==> src/rtl/imm_narrower_if.sv <==
// Handshake bundle for imm_narrower: producer stream in, packed immediates out,
// plus the overflow counter controls.
interface imm_narrower_if #(
    parameter int IN_W  = 32,
    parameter int OUT_W = 12,
    parameter int CNT_W = 16
);
    logic             in_valid;
    logic             in_ready;
    logic [IN_W-1:0]  in_data;
    logic             sat_en;
    logic             out_valid;
    logic             out_ready;
    logic [OUT_W-1:0] out_data;
    logic             out_ovf;
    logic             clr_count;
    logic [CNT_W-1:0] ovf_count;

    modport master (
        output in_valid, in_data, sat_en, out_ready, clr_count,
        input  in_ready, out_valid, out_data, out_ovf, ovf_count
    );

    modport slave (
        input  in_valid, in_data, sat_en, out_ready, clr_count,
        output in_ready, out_valid, out_data, out_ovf, ovf_count
    );
endinterface

==> src/rtl/imm_narrower.sv <==
// Narrows 32-bit two's-complement values to 12-bit signed immediates, flagging
// overflow (truncate or saturate), behind a 2-entry output buffer.
module imm_narrower #(
    parameter int IN_W  = 32,
    parameter int OUT_W = 12,
    parameter int CNT_W = 16
) (
    input  logic          clk,
    input  logic          rst_n,
    imm_narrower_if.slave bus
);
    logic [OUT_W-1:0] r_head_data, r_tail_data;
    logic             r_head_ovf, r_tail_ovf;
    logic [1:0]       r_occ;
    logic [CNT_W-1:0] r_ovf_count;

    logic [OUT_W-1:0] w_head_data, w_tail_data;
    logic             w_head_ovf, w_tail_ovf;
    logic [1:0]       w_occ;
    logic [CNT_W-1:0] w_cnt_base, w_ovf_count;
    logic [OUT_W:0]   w_enc;
    logic             w_push, w_pop;

    // Returns {ovf, data}; a value fits when all bits from the sign bit down to OUT_W-1 agree.
    function automatic logic [OUT_W:0] narrow(input logic [IN_W-1:0] val, input logic sat);
        logic [IN_W-OUT_W:0] upper;
        logic                fit;
        logic [OUT_W:0]      res;
        upper = val[IN_W-1:OUT_W-1];
        fit   = (&upper) | ~(|upper);
        if (fit) begin
            res = {1'b0, val[OUT_W-1:0]};
        end else if (sat) begin
            res = {1'b1, val[IN_W-1], {(OUT_W-1){~val[IN_W-1]}}};
        end else begin
            res = {1'b1, val[OUT_W-1:0]};
        end
        return res;
    endfunction

    assign w_enc         = narrow(bus.in_data, bus.sat_en);
    assign bus.in_ready  = (r_occ != 2'd2);
    assign bus.out_valid = (r_occ != 2'd0);
    assign bus.out_data  = r_head_data;
    assign bus.out_ovf   = r_head_ovf;
    assign bus.ovf_count = r_ovf_count;
    assign w_push        = bus.in_valid & (r_occ != 2'd2);
    assign w_pop         = bus.out_ready & (r_occ != 2'd0);

    // Buffer next-state: head is always the oldest entry, tail only used at occupancy 2.
    always_comb begin
        w_occ       = r_occ;
        w_head_data = r_head_data;
        w_head_ovf  = r_head_ovf;
        w_tail_data = r_tail_data;
        w_tail_ovf  = r_tail_ovf;
        case (r_occ)
            2'd0: begin
                if (w_push) begin
                    {w_head_ovf, w_head_data} = w_enc;
                    w_occ = 2'd1;
                end else begin
                    w_occ = 2'd0;
                end
            end
            2'd1: begin
                if (w_push && w_pop) begin
                    {w_head_ovf, w_head_data} = w_enc;
                end else if (w_push) begin
                    {w_tail_ovf, w_tail_data} = w_enc;
                    w_occ = 2'd2;
                end else if (w_pop) begin
                    w_occ = 2'd0;
                end else begin
                    w_occ = 2'd1;
                end
            end
            2'd2: begin
                if (w_pop) begin
                    w_head_data = r_tail_data;
                    w_head_ovf  = r_tail_ovf;
                    w_occ       = 2'd1;
                end else begin
                    w_occ = 2'd2;
                end
            end
            default: begin
                w_occ = 2'd0;
            end
        endcase
    end

    // Overflow counter next-state: clear first, then a saturating increment.
    always_comb begin
        w_cnt_base  = bus.clr_count ? {CNT_W{1'b0}} : r_ovf_count;
        w_ovf_count = w_cnt_base;
        if (w_push && w_enc[OUT_W] && !(&w_cnt_base)) begin
            w_ovf_count = w_cnt_base + {{(CNT_W-1){1'b0}}, 1'b1};
        end else begin
            w_ovf_count = w_cnt_base;
        end
    end

    // State registers.
    always_ff @(posedge clk or negedge rst_n) begin
        if (!rst_n) begin
            r_occ       <= 2'd0;
            r_head_data <= {OUT_W{1'b0}};
            r_head_ovf  <= 1'b0;
            r_tail_data <= {OUT_W{1'b0}};
            r_tail_ovf  <= 1'b0;
            r_ovf_count <= {CNT_W{1'b0}};
        end else begin
            r_occ       <= w_occ;
            r_head_data <= w_head_data;
            r_head_ovf  <= w_head_ovf;
            r_tail_data <= w_tail_data;
            r_tail_ovf  <= w_tail_ovf;
            r_ovf_count <= w_ovf_count;
        end
    end
endmodule

==> src/flat_wrapper.sv <==
// flat-port wrapper written by rule: the top's interface ports become plain ports
module imm_narrower_flat 
#(
    parameter int IN_W  = 32,
    parameter int OUT_W = 12,
    parameter int CNT_W = 16
)
  (clk, rst_n, bus_in_valid, bus_in_data, bus_sat_en, bus_out_ready, bus_clr_count, bus_in_ready, bus_out_valid, bus_out_data, bus_out_ovf, bus_ovf_count);
  imm_narrower_if #(.IN_W(IN_W), .OUT_W(OUT_W), .CNT_W(CNT_W)) bus_i ();
  input  logic clk;
  input  logic rst_n;
  input wire logic [$bits(bus_i.in_valid)-1:0] bus_in_valid;
  input wire logic [$bits(bus_i.in_data)-1:0] bus_in_data;
  input wire logic [$bits(bus_i.sat_en)-1:0] bus_sat_en;
  input wire logic [$bits(bus_i.out_ready)-1:0] bus_out_ready;
  input wire logic [$bits(bus_i.clr_count)-1:0] bus_clr_count;
  output wire logic [$bits(bus_i.in_ready)-1:0] bus_in_ready;
  output wire logic [$bits(bus_i.out_valid)-1:0] bus_out_valid;
  output wire logic [$bits(bus_i.out_data)-1:0] bus_out_data;
  output wire logic [$bits(bus_i.out_ovf)-1:0] bus_out_ovf;
  output wire logic [$bits(bus_i.ovf_count)-1:0] bus_ovf_count;
  assign bus_i.in_valid = bus_in_valid;
  assign bus_i.in_data = bus_in_data;
  assign bus_i.sat_en = bus_sat_en;
  assign bus_i.out_ready = bus_out_ready;
  assign bus_i.clr_count = bus_clr_count;
  assign bus_in_ready = bus_i.in_ready;
  assign bus_out_valid = bus_i.out_valid;
  assign bus_out_data = bus_i.out_data;
  assign bus_out_ovf = bus_i.out_ovf;
  assign bus_ovf_count = bus_i.ovf_count;
  imm_narrower #(.IN_W(IN_W), .OUT_W(OUT_W), .CNT_W(CNT_W)) u_core (.clk(clk), .rst_n(rst_n), .bus(bus_i));
endmodule
==> config.mk <==
export PLATFORM = sky130hd
export DESIGN_NAME = imm_narrower_flat
export DESIGN_NICKNAME = d
export VERILOG_FILES = /design/src/rtl/imm_narrower_if.sv /design/src/rtl/imm_narrower.sv /design/src/flat_wrapper.sv
export SDC_FILE = /design/constraint.sdc
export NUM_CORES = 1
export LEC_CHECK = 0
export CAP_MARGIN = 20
export CORE_MARGIN = 8
export CORE_UTILIZATION = 51
export DETAILED_ROUTE_END_ITERATION = 8
export GPL_TIMING_DRIVEN = 0
export PLACE_DENSITY = 0.93
export SLEW_MARGIN = 20
export SYNTH_ARGS = -nofsm -noshare
export SYNTH_HDL_FRONTEND = slang
export SYNTH_SLANG_ARGS = --single-unit
==> constraint.sdc <==
create_clock -name clk -period 3.4 [get_ports clk]
set_clock_uncertainty 0.1 [all_clocks]
set_input_delay 0.51 -clock clk [delete_from_list [all_inputs] [get_ports clk]]
set_output_delay 0.51 -clock clk [all_outputs]
set_load 0.02 [all_outputs]
==> results of run 1 <==
## power by group through the flow
stage	combinational, mW	clock (mW)	sequential (mW)
4_1_cts	0.556	0.346	0.726
3_3_place_gp	0.533	0	0.727
3_5_place_dp	0.554	0	0.736
2_1_floorplan	0.245	0	0.788
6_report	0.552	0.345	0.727
5_1_grt	0.597	0.368	0.744
## layout make-up
cell class	instances	share of cell area, %
clock buffer	7	2.70
multi-input combinational	180	35.5
buffer	14	2.90
tap	52	2.04
clock inverter	1	0.235
inverter	4	0.470
timing repair buffer	68	21.7
sequential	44	34.4
## state kept, by name (all words and copies together), names as in the netlist
| signal | count |
|---|---|
| u_core.bus.ovf_count | 16 |
| u_core.bus.out_data | 12 |
| u_core.r_tail_data | 12 |
| u_core.r_occ | 2 |
| u_core.bus.out_ovf | 1 |
| u_core.r_tail_ovf | 1 |
## through the flow
stage          total power, mW  worst slack (ps)
2_1_floorplan             1.03               916
3_3_place_gp              1.26               473
3_5_place_dp              1.29               412
4_1_cts                   1.63               536
5_1_grt                   1.71               400
6_report                  1.62               514
## layer usage
layer / global-route usage [%] / vias to the layer above
met3: 4.69 / 8
met5: 0 / -
met1: 21.5 / 1089
met4: 7.22 / 0
met2: 30.8 / 84
li1: - / 1024
## worst max path at each step
stage                     slack (ps)                                  end                         from  cells past startpoint
after floorplan                  920    u_core.bus.ovf_count[1]$_DFF_PN0_                bus_clr_count                     10
after global placement           470  u_core.bus.out_data[10]$_DFFE_PN0P_              bus_in_data[12]                      6
after detailed placement         410   u_core.bus.out_data[9]$_DFFE_PN0P_              bus_in_data[12]                      6
after CTS                        540                         bus_in_ready  u_core.r_occ[1]$_DFFE_PN0P_                      4
after global routing             400                         bus_in_ready  u_core.r_occ[1]$_DFFE_PN0P_                      4
final                            510                         bus_in_ready  u_core.r_occ[1]$_DFFE_PN0P_                      4
## cells by family (layout without fill, tap and decap cells)
| logic type | count (synthesis) | after routing | share of synthesized area, % |
|---|---|---|---|
| simple gates | 122 | 122 | 27.6 |
| flops | 44 | 44 | 47.0 |
| compound gates | 46 | 46 | 15.8 |
| fa+ha+maj | 1 | 1 | 0.534 |
| buf+inv | 18 | 94 | 4.59 |
| xor+xnor | 8 | 8 | 2.99 |
| mux | 3 | 3 | 1.55 |
## cells in the final DEF (no fill, tap or decap), types with 5 or more instances in the layout
cell type,count
nand4_1,6
nand2_1,22
clkdlybuf4s50_1,66
or4_1,8
clkbuf_8,6
nand3_1,7
clkbuf_1,7
a221oi_2,12
xnor2_1,6
dfrtp_1,44
nor4_1,7
nand2b_1,7
nor2b_1,5
nor2_1,39
a21oi_1,22
## worst reg2reg max path, cell delays in order, from the launching register on
cell and delay [ps]:
dfrtp_1 390, nor2b_1 210, ha_1 220, nand3_1 110
nor3_1 340, and3_1 220, clkbuf_1 240, buf_2 280
nor2_2 80, mux2_4 290
==> out/metrics.cfg, run 1 <==
[synthesis]
postSynthCellCount=242
yosysWarnings=0
synth_top_area_share_pct=47.0
synthTopCellsByCount=44 x dfrtp_1, 39 x nor2_1, 22 x a21oi_1, 22 x nand2_1, 12 x a221oi_2
synth_top_area_cell=dfrtp_1
ys.flop_type=dfrtp_1
syn_area_um2=2340
synth_area_leaders=dfrtp_1 47%, a221oi_2 7.7%, nor2_1 6.2%, a21oi_1 4.7%, nand2_1 3.5%
syn_nets=281
synth.most_common_cell=dfrtp_1
synth_seq_cells=44
ys_types=43
synth_edf_count=0
ys_seq_area_share_pct=47.0
synth-async-reset-ratio_pct=100
avgSynthCellArea_um2=9.69

[critical_path]
cp_num_buf_inv=3
critical_path_class=flip-flop to output pin
r2r_start=u_core.bus.ovf_count[0]$_DFF_PN0_
path_delay_family=buffers and inverters
crit_required_ps=2790
worstPathArrival_ps=2280
regToRegSetupSlack_ps=800
crit_path_end_kind=output pin
max_stage_delay_ps=700
path_max_fanout=10
crit_slowest_cell=clkdlybuf4s50_1
reg2reg_to=u_core.bus.ovf_count[1]$_DFF_PN0_
path_cells=nor2b_1 -> inv_1 -> clkbuf_1 -> clkdlybuf4s50_1
start_kind=flip-flop
r2r_cells=9

[routing]
dr_total_vias=2205
drtPass1Iterations=4
routed-wl-met3_um=443
routed.top_layer=met4
wl_met2_um=3280
initialDrtViolationCount=161
drc_errors=0
wl_met1_um=2550
via_per_inst=5.96
routed_wl_um=6390
drtAntennaViolNets=0
wl_per_cell_um=17.3

[cells_and_area]
drive_gt1_share_pct=11.6
fin_util_pct=72.9
fin_area_um2=3200
nFillCells=314
nets=356
multi_input_area_um2=1140
seq_area_um2=1100
syn2layout_area_growth_pct=36.3
n_antenna_cell=0
final_cells=370

[pwr]
power.switching_mw=0.546
clockPowerShare_pct=21.3
power.density_nw_per_um2=508
p_sw_share_pct=33.6
leakage_nw=1.22
internal-power_mw=1.08
pwr-share-comb_pct=34.0
seqPwrFrac_pct=44.8
vdd_drop_max_uv=256

[placed_design]
dp_cells=362
placed_cell_area_um2=3100
port_buffers=67
dp_hpwl_um=4790
gp_congestion=0.866

[floorplanning]
fp.dieW_um=83.8
placementRows=24
start_util_pct=53.5
design.core.area_um2=4380
io-pin-count=69
die_h_um=83.8
die_area_um2=7020

[timing]
fin_crit_sh_pct=84.9
whs_ps=80.9
fin_crit_ps=2890
slew_viol_final=0
max_freq_ghz=0.346
finalSetupTns_ps=0
hold_viol_final=0
rsz0062_at_grt=false
setup_viol=0
worst_pin_slew_ps=707
slew_headroom_pct=52.9

[grt]
grt_overflow=0
grt_pass1_vias=2264
grt_start_max_net_pins=25
grt_pass1_wl_um=10800
antenna_found_initial=0
grt_use_total_pct=18.3

[clocking]
cts.path.max_buffers=2
path_clk_slew_ps=80
cts.sinks=44
cts_hold_buf=0
htreeDepth=2
clk_latency_ps=300
cts_tree=built
cts_resized=0
cts-buffers-inserted=5
cts-root-buf=clkbuf_8
post_cts_buffers=0

[status]
status=finished clean

[min_path]
min_path_type=input port to asynchronous set/reset pin

[run]
cap_violations=0

Note: power is estimated with default switching activity, not from simulation.
==> run 2, diff against run 1 <==
--- a/config.mk
+++ b/config.mk
@@ -7,10 +7,10 @@
 export LEC_CHECK = 0
 export CAP_MARGIN = 20
 export CORE_MARGIN = 8
-export CORE_UTILIZATION = 51
+export CORE_UTILIZATION = 43
 export DETAILED_ROUTE_END_ITERATION = 8
 export GPL_TIMING_DRIVEN = 0
-export PLACE_DENSITY = 0.93
+export PLACE_DENSITY = 0.85
 export SLEW_MARGIN = 20
 export SYNTH_ARGS = -nofsm -noshare
 export SYNTH_HDL_FRONTEND = slang
==> constraint.sdc (replaced) <==
create_clock -name clk -period 2.35 [get_ports clk]
set_clock_uncertainty 0.1 [all_clocks]
set_input_delay 0.3525 -clock clk [delete_from_list [all_inputs] [get_ports clk]]
set_output_delay 0.3525 -clock clk [all_outputs]
set_load 0.02 [all_outputs]
==> out/metrics.cfg, run 2 (synthesis results as in run 1) <==
[placed_design]
placed_cell_area_um2=3130  ; was 3100 um^2
gp_congestion=0.872  ; was 0.866
dp_hpwl_um=4760  ; was 4790 um
port_buffers=67  ; unchanged
pre_cts_slack_ps=-416  ; was 412 ps
dp_cells=382  ; was 362

[timing]
hold_viol_final=0  ; unchanged
slew_headroom_pct=68.8  ; was 52.9%
worst_pin_slew_ps=468  ; was 707 ps
max_freq_ghz=0.437
fin_crit_sh_pct=97.3
setup_slack_ps=62.9  ; was 514 ps
slew_viol_final=0  ; unchanged
fin_crit_ps=2290
setup_viol=0  ; unchanged

[grt]
antenna_found_initial=0  ; unchanged
grt_use_total_pct=16.6  ; was 18.3%
grt_pass1_wl_um=11300  ; was 10800 um
grt_overflow=0  ; unchanged
grt_start_max_net_pins=29  ; was 25
grt_pass1_vias=2325  ; was 2264

[routing]
via_per_inst=5.67  ; was 5.96
drc_errors=0  ; unchanged
dr_total_vias=2266  ; was 2205
wl_per_cell_um=17.3  ; about the same
initialDrtViolationCount=121  ; was 161
routed_wl_um=6900  ; was 6390 um
drtPass1Iterations=4  ; unchanged
drtAntennaViolNets=0  ; unchanged

[critical_path]
critical_path_class=input port to flip-flop  ; was flip-flop to output pin
start_kind=input port  ; was flip-flop
crit_path_end_kind=flip-flop  ; was output pin
worstPathArrival_ps=2360  ; was 2280 ps
crit_required_ps=2420  ; was 2790 ps
path_max_fanout=6  ; was 10

[cells_and_area]
fin_area_um2=3430  ; was 3200 um^2
syn2layout_area_growth_pct=46.4  ; was 36.3%
final_cells=400  ; was 370
nets=366  ; was 356
layout_commonest_cell=clkdlybuf4s50_1  ; unchanged
mostFrequentLayoutCells=62 x clkdlybuf4s50_1, 44 x dfrtp_1, 39 x nor2_1  ; was 66 x clkdlybuf4s50_1, 44 x dfrtp_1, 39 x nor2_1
nFillCells=419  ; was 314
drive_gt1_share_pct=18.6  ; was 11.6%
n_antenna_cell=0  ; unchanged
fin_util_pct=63.9  ; was 72.9%
largest_register_ffs=16  ; unchanged

[clocking]
path_clk_slew_ps=90  ; was 80 ps
cts.path.max_buffers=2  ; unchanged
cts_tree=built  ; unchanged
cts.sinks=44  ; unchanged
htreeDepth=2  ; unchanged
clk_latency_ps=300  ; about the same
cts-buffers-inserted=5  ; unchanged
cts-root-buf=clkbuf_8  ; unchanged

[floorplanning]
io-pin-count=69  ; unchanged
start_util_pct=43.7  ; was 53.5%
fp.dieW_um=89.8  ; was 83.8 um
die_area_um2=8070  ; was 7020 um^2
die_h_um=89.8  ; was 83.8 um
design.core.area_um2=5370  ; was 4380 um^2
placementRows=27  ; was 24

[run]
cap_violations=0  ; unchanged

[pwr]
leakage_nw=1.35  ; was 1.22 nW
p_total_mw=2.51  ; was 1.62 mW
vdd_drop_max_uv=316  ; was 256 uV
power.density_nw_per_um2=730  ; was 508 nW/um^2

[status]
status=finished clean  ; unchanged

[min_path]
min_path_type=input port to flip-flop  ; was input port to asynchronous set/reset pin

run 2: worst paths after layout:
check / slack, ps / from / cells after the start / end
setup / recovery: 60 / bus_in_data[20] / 9 / u_core.bus.ovf_count[13]$_DFF_PN0_
hold / removal: 330 / bus_clr_count / 3 / u_core.bus.ovf_count[10]$_DFF_PN0_
setup reg to reg: 160 / u_core.bus.ovf_count[0]$_DFF_PN0_ / 8 / u_core.bus.ovf_count[13]$_DFF_PN0_
hold reg to reg: 410 / u_core.r_occ[1]$_DFFE_PN0P_ / 1 / u_core.r_occ[0]$_DFFE_PN0P_
max in group asynchronous: 1240 / rst_n / 3 / u_core.bus.out_data[0]$_DFFE_PN0P_
min in group asynchronous: 430 / rst_n / 2 / u_core.bus.ovf_count[0]$_DFF_PN0_
run 2: worst max-delay path: stages:
cell and delay, ps:
clkdlybuf4s50_1 420, or4_1 400, or4_4 560, nand4_4 110, buf_8 140, buf_6 120, buf_4 100, or3_1 90
a21oi_1 60
run 2: per-layer routing:
layer	part of all wire, %	track usage, %	up-vias
met3	4.8	3.74	10
li1	-	-	1052
met5	0	0	-
met1	40	19.4	1130
met4	1.4	5.78	0
met2	54	29.1	74
run 2: through the flow:
step	hold WS (ps)	setup TNS, ps
finish	325	0
global route	345	-36.2
CTS	307	0
detailed placement	209	-12670
global placement	380	-26900
floorplan	-43.1	0
run 2: where the power goes:
part           switching [mW]  internal [mW]
logic                   0.435          0.416
registers               0.115          0.938
clock network           0.282          0.321
run 2: what timing repair did:
| action | CTS | global route |
|---|---|---|
| gates cloned | 2 | 1 |
| pin swaps | 3 | 7 |
| endpoints found under the setup margin | 16 | 25 |
| hold endpoints to repair | 16 | 0 |
| resized for setup | 15 | 15 |
| hold buffers | 1 | 0 |
| buffers inserted | 1 | 6 |
run 2: area by class of cell:
class | count | area [um^2] | share of cell area (%)
Multi-Input combinational cell | 180 | 1210 | 35.2
Sequential cell | 44 | 1100 | 32.1
Timing Repair Buffer | 79 | 802 | 23.4
Buffer | 13 | 101 | 2.95
Tap cell | 72 | 90.1 | 2.62
Clock buffer | 5 | 68.8 | 2.01
Clock inverter | 3 | 46.3 | 1.35
Inverter | 4 | 15.0 | 0.437
